==> src/rtl/loteria_entrada.sv <==
// Input conditioner for the Loteria FSM: synchronises and debounces the raw buttons and digit
// switches, turns presses into single-cycle pulses and enforces the digit/finish/clear sequencing.
module loteria_entrada #(
    parameter int DEBOUNCE_CYCLES = 500000,
    parameter int SYNC_STAGES     = 2,
    parameter int MAX_DIGITS      = 5
) (
    input  logic       clk,
    input  logic       reset,
    input  logic       key_insert_n,
    input  logic       key_finish_n,
    input  logic       key_clear_n,
    input  logic [3:0] sw_num,
    output logic       insert_pulse,
    output logic       finish_pulse,
    output logic       clear_pulse,
    output logic [3:0] num_out,
    output logic [2:0] digit_count,
    output logic       err
);

    // The counter only ever needs to hold DEBOUNCE_CYCLES-1 before the level flips.
    localparam int CW = (DEBOUNCE_CYCLES > 1) ? $clog2(DEBOUNCE_CYCLES) : 1;
    localparam logic [CW-1:0] CNT_LAST = CW'(DEBOUNCE_CYCLES - 1);
    localparam logic [2:0]    MAX_CNT  = 3'(MAX_DIGITS);

    localparam int KEY_INSERT = 0;
    localparam int KEY_FINISH = 1;
    localparam int KEY_CLEAR  = 2;

    logic [2:0] raw_keys;
    logic [2:0] press;

    assign raw_keys = {key_clear_n, key_finish_n, key_insert_n};

    genvar gi;
    generate
        for (gi = 0; gi < 3; gi++) begin : g_key
            logic [SYNC_STAGES-1:0] sync_reg;
            logic                   db_reg;
            logic [CW-1:0]          cnt_reg;
            logic                   synced;

            assign synced = sync_reg[SYNC_STAGES-1];

            always_ff @(posedge clk or negedge reset) begin
                if (!reset) begin
                    sync_reg <= '1;
                    db_reg   <= 1'b1;
                    cnt_reg  <= '0;
                end else begin
                    sync_reg <= {sync_reg[SYNC_STAGES-2:0], raw_keys[gi]};
                    if (synced == db_reg) begin
                        cnt_reg <= '0;
                    end else if (cnt_reg == CNT_LAST) begin
                        db_reg  <= synced;
                        cnt_reg <= '0;
                    end else begin
                        cnt_reg <= cnt_reg + CW'(1);
                    end
                end
            end

            // A press is the debounced level about to fall; it is registered on the same edge.
            assign press[gi] = db_reg && !synced && (cnt_reg == CNT_LAST);
        end
    endgenerate

    logic [SYNC_STAGES*4-1:0] sw_sync_reg;
    logic [3:0]               sw_synced;

    always_ff @(posedge clk or negedge reset) begin
        if (!reset) begin
            sw_sync_reg <= '1;
        end else begin
            sw_sync_reg <= {sw_sync_reg[(SYNC_STAGES-1)*4-1:0], sw_num};
        end
    end

    assign sw_synced = sw_sync_reg[SYNC_STAGES*4-1 -: 4];

    logic       insert_pulse_reg;
    logic       finish_pulse_reg;
    logic       clear_pulse_reg;
    logic [3:0] num_out_reg;
    logic [2:0] digit_count_reg;
    logic       err_reg;
    logic       locked_reg;

    // Coinciding events resolve clear > finish > insert; losers are simply dropped.
    always_ff @(posedge clk or negedge reset) begin
        if (!reset) begin
            insert_pulse_reg <= 1'b0;
            finish_pulse_reg <= 1'b0;
            clear_pulse_reg  <= 1'b0;
            num_out_reg      <= 4'd0;
            digit_count_reg  <= 3'd0;
            err_reg          <= 1'b0;
            locked_reg       <= 1'b0;
        end else begin
            insert_pulse_reg <= 1'b0;
            finish_pulse_reg <= 1'b0;
            clear_pulse_reg  <= 1'b0;
            if (press[KEY_CLEAR]) begin
                clear_pulse_reg <= 1'b1;
                digit_count_reg <= 3'd0;
                num_out_reg     <= 4'd0;
                err_reg         <= 1'b0;
                locked_reg      <= 1'b0;
            end else if (press[KEY_FINISH]) begin
                if (digit_count_reg == MAX_CNT && !locked_reg) begin
                    finish_pulse_reg <= 1'b1;
                    locked_reg       <= 1'b1;
                end
            end else if (press[KEY_INSERT]) begin
                if (!locked_reg && digit_count_reg != MAX_CNT) begin
                    if (sw_synced > 4'd9) begin
                        err_reg <= 1'b1;
                    end else begin
                        num_out_reg      <= sw_synced;
                        insert_pulse_reg <= 1'b1;
                        digit_count_reg  <= digit_count_reg + 3'd1;
                        err_reg          <= 1'b0;
                    end
                end
            end
        end
    end

    assign insert_pulse = insert_pulse_reg;
    assign finish_pulse = finish_pulse_reg;
    assign clear_pulse  = clear_pulse_reg;
    assign num_out      = num_out_reg;
    assign digit_count  = digit_count_reg;
    assign err          = err_reg;

endmodule

==> config.mk <==
export PLATFORM = sky130hd
export DESIGN_NAME = loteria_entrada
export DESIGN_NICKNAME = d
export VERILOG_FILES = /design/src/rtl/loteria_entrada.sv
export SDC_FILE = /design/constraint.sdc
export NUM_CORES = 1
export LEC_CHECK = 0
export CAP_MARGIN = 0
export CORE_UTILIZATION = 25
export CTS_CLUSTER_SIZE = 28
export DETAILED_ROUTE_END_ITERATION = 6
export DONT_BUFFER_PORTS = 1
export SYNTH_ARGS = -nofsm -noshare
export SYNTH_HDL_FRONTEND = slang
export SYNTH_SLANG_ARGS = --single-unit
==> constraint.sdc <==
create_clock -name clk -period 2 [get_ports clk]
set_input_delay 0.4 -clock clk [delete_from_list [all_inputs] [get_ports clk]]
set_output_delay 0.4 -clock clk [all_outputs]
set_load 0.01 [all_outputs]
==> impl_metrics.tcl <==
set metrics [dict create \
    rows 45 \
    ys_types 42 \
    cts.clk_slew.worst_paths_ns 0.07 \
    worstRegToRegCells 7 \
    dp_cells 595 \
    vias_per_cell 4.333 \
    area.growth.synth_to_final_pct 17.73 \
    clock_latency_ns 0.34 \
    first_iter_violations 136 \
    hold_viol 86 \
    syn_area_per_cell_um2 10.65 \
    hold_slack_ns -0.2373 \
    grt_pass1_vias 2678 \
    syn_nets 387 \
    p_leak_nw 1.982 \
    setup_violations 0 \
    synth_cells 370 \
    final.min_clock_period_ns 1.901 \
    cp_cell_sequence "ha_1 > inv_1 > or3_4 > o2111ai_4 > buf_4 > mux2i_1 > nor2_1" \
    grt_usage_pct 10.00 \
    synth-edff-count 0 \
    grt_remaining_overflow 0 \
    vias 2656 \
    core_mm2 0.01531 \
    synth_top_area_cell "dfrtp_1" \
    pin_count 20 \
    antenna_cells 0 \
    final_util_pct 30.28 \
    htree_levels 3 \
    layout-drive-gt1-share_pct 17.41 \
    yosysSeqAreaShare_pct 55.18 \
    crit_type "reg -> reg" \
    rsz0062_at_grt "false" \
    cp_slowest_cell "dfstp_2" \
    max_stage_delay_ns 0.53 \
    dp.final_hpwl_mm 5.233 \
    die_y_um 127.5 \
    grt_max_degree 87 \
    powerDensity_mw_per_mm2 733.5 \
    post-route-period-util_pct 95.04 \
    peakVddDrop_mv 0.5262 \
    status "complete, but fails checks" \
    async_flop_share_pct 100.0 \
    fillers 1613 \
    r2r-end "num_out[3]" \
    final_common_cell "nor2_1" \
    dieWidth_um 127.5 \
    worst_pin_slew_ns 0.6296 \
    syn_area_mm2 0.003939 \
    maxCapViolations 0 \
    layout.nets 414 \
    initial_core_util_pct 25.72 \
    synth_seq_cells 86 \
    synth_area_leaders "dfrtp_1 (44%), dfstp_2 (11%), xor2_1 (7.6%), nor2_1 (7.1%), xnor2_1 (3.6%)" \
    hp-class "in -> async" \
    grt_pass1_wl_mm 12.84 \
    end_kind "flip-flop" \
    cts.sinks 86 \
    wirelength_mm 7.564 \
    finalPower_mw 3.401 \
    skew_ns 0.01035 \
    cp-start-kind "flip-flop" \
    port-buffer-count 0 \
    antenna_found_initial 0 \
    cts_buffers 9 \
    ctsRootBufferMaster "clkbuf_16" \
    ant_nets 0 \
    dr.pass1.iters 4 \
    place.gp.congestion 0.8069 \
    violations "negative hold slack" \
    drc_errors 0 \
    slew_violations 0 \
    rrSetupSlack_ns 0.1 \
    maxSlewHeadroom_pct 57.44 \
    final_cell_mix "nor2_1 (75), dfrtp_1 (69), xor2_1 (34)" \
    required_ns 2.22 \
    synthFlopType "dfrtp_1" \
    path_max_fanout 4 \
    synth_top_cell_area_share_pct 43.84 \
    fin_cells 613 \
    largest_register_ffs 57 \
    dpl-instance-area_mm2 0.004320 \
    max_freq_ghz 0.5261 \
    arrival_ns 2.12 \
    die-area_mm2 0.01626 \
    finalInstanceArea_mm2 0.004637 \
    yosys_warnings 0 \
    cts_tree "built" \
    routedWlPerCell_um 12.34 \
    r2r_start "g_key[1].db_reg" \
    clockBufferDepth 2 \
]
final cells by class:
cell class	instances	area (um2)	share of cell area [%]
clock buffer	10	229.0	4.938
clock inverter	6	46.29	0.9984
inverter	13	48.80	1.052
multi-input combinational	264	1703	36.72
sequential	86	2173	46.87
tap	211	264.0	5.693
timing repair buffer	23	172.7	3.724
what timing repair did:
action,in CTS,in global routing
setup endpoints to repair,3,7
pin swaps,1,3
gates resized for setup,0,4
hold endpoints to repair,86,86
setup buffers,1,1
power breakdown:
group | internal [mW] | switching (mW) | total (mW)
sequential | 1.78 | 0.0175 | 1.80
clock | 0.848 | 0.688 | 1.54
combinational | 0.0280 | 0.0395 | 0.0675
total | 2.66 | 0.745 | 3.40
critical path: cells and delay by family (launching register included):
family	cells	cell delay [ns]
AND/OR/NAND/NOR	2	0.47
buffers and inverters	2	0.22
adder cells (fa/ha/maj)	1	0.15
AO/OA/AOI/OAI	1	0.24
flip-flops	1	0.53
multiplexers	1	0.18
layer usage:
metal,wire (um),GRT usage (%),share of wire (%)
met5,0,0,0
met4,73,3.361,0.97
met3,348,3.183,4.6
met2,3476,15.49,46
met1,3665,13.17,48
how the worst max path moves through the flow:
stage                          end           startpoint  slack, ns
floorplan           digit_count[2]      g_key[1].db_reg       0.12
global placement        num_out[3]      g_key[1].db_reg       0.04
detailed placement      num_out[1]      g_key[1].db_reg      -0.03
CTS                     num_out[1]      g_key[1].db_reg       0.02
global route        digit_count[2]  g_key[0].cnt_reg[7]       0.02
finish                  num_out[3]      g_key[1].db_reg        0.1
metrics by stage:
step	setup TNS [ns]	hold WS, ns	setup WS (ns)
finish	0	-0.2373	0.09914
global route	0	-0.2613	0.01917
CTS	0	-0.2535	0.01810
detailed placement	-0.06736	0.1132	-0.02861
global placement	0	0.1143	0.04319
floorplan	0	0.1044	0.1181
synthesized netlist by cell type, types with 2 or more instances:
master    instances
buf_2             2
mux2i_1           4
o21ai_0           4
xor2_1           34
nand3_1          17
ha_1              8
nand2_1          23
and2_1            2
and4_1            9
a21oi_1           3
mux2_2            2
nor4_2            2
nand4_1          20
clkbuf_1          3
nor2_1           75
inv_1            13
nor4_1            8
nor3_1            7
dfstp_2          17
nor4b_1           3
nor2b_1           2
nand2b_1          2
or3_1             2
xnor2_1          16
dfrtp_1          69
and3_1            7
cell families (layout without fill, tap and decap cells):
kind of cell	count (synthesis)	after routing	share of synthesized area, %
AOI/OAI and AO/OA	15	15	3.336
xor gates and xnor gates	50	50	11.12
adders and majority gates	8	8	2.541
buffers and inverters	20	52	2.256
DFF	86	86	55.18
muxes	6	6	1.588
and+or+nand+nor	185	185	23.98
Power figures use the tool's default switching activity.
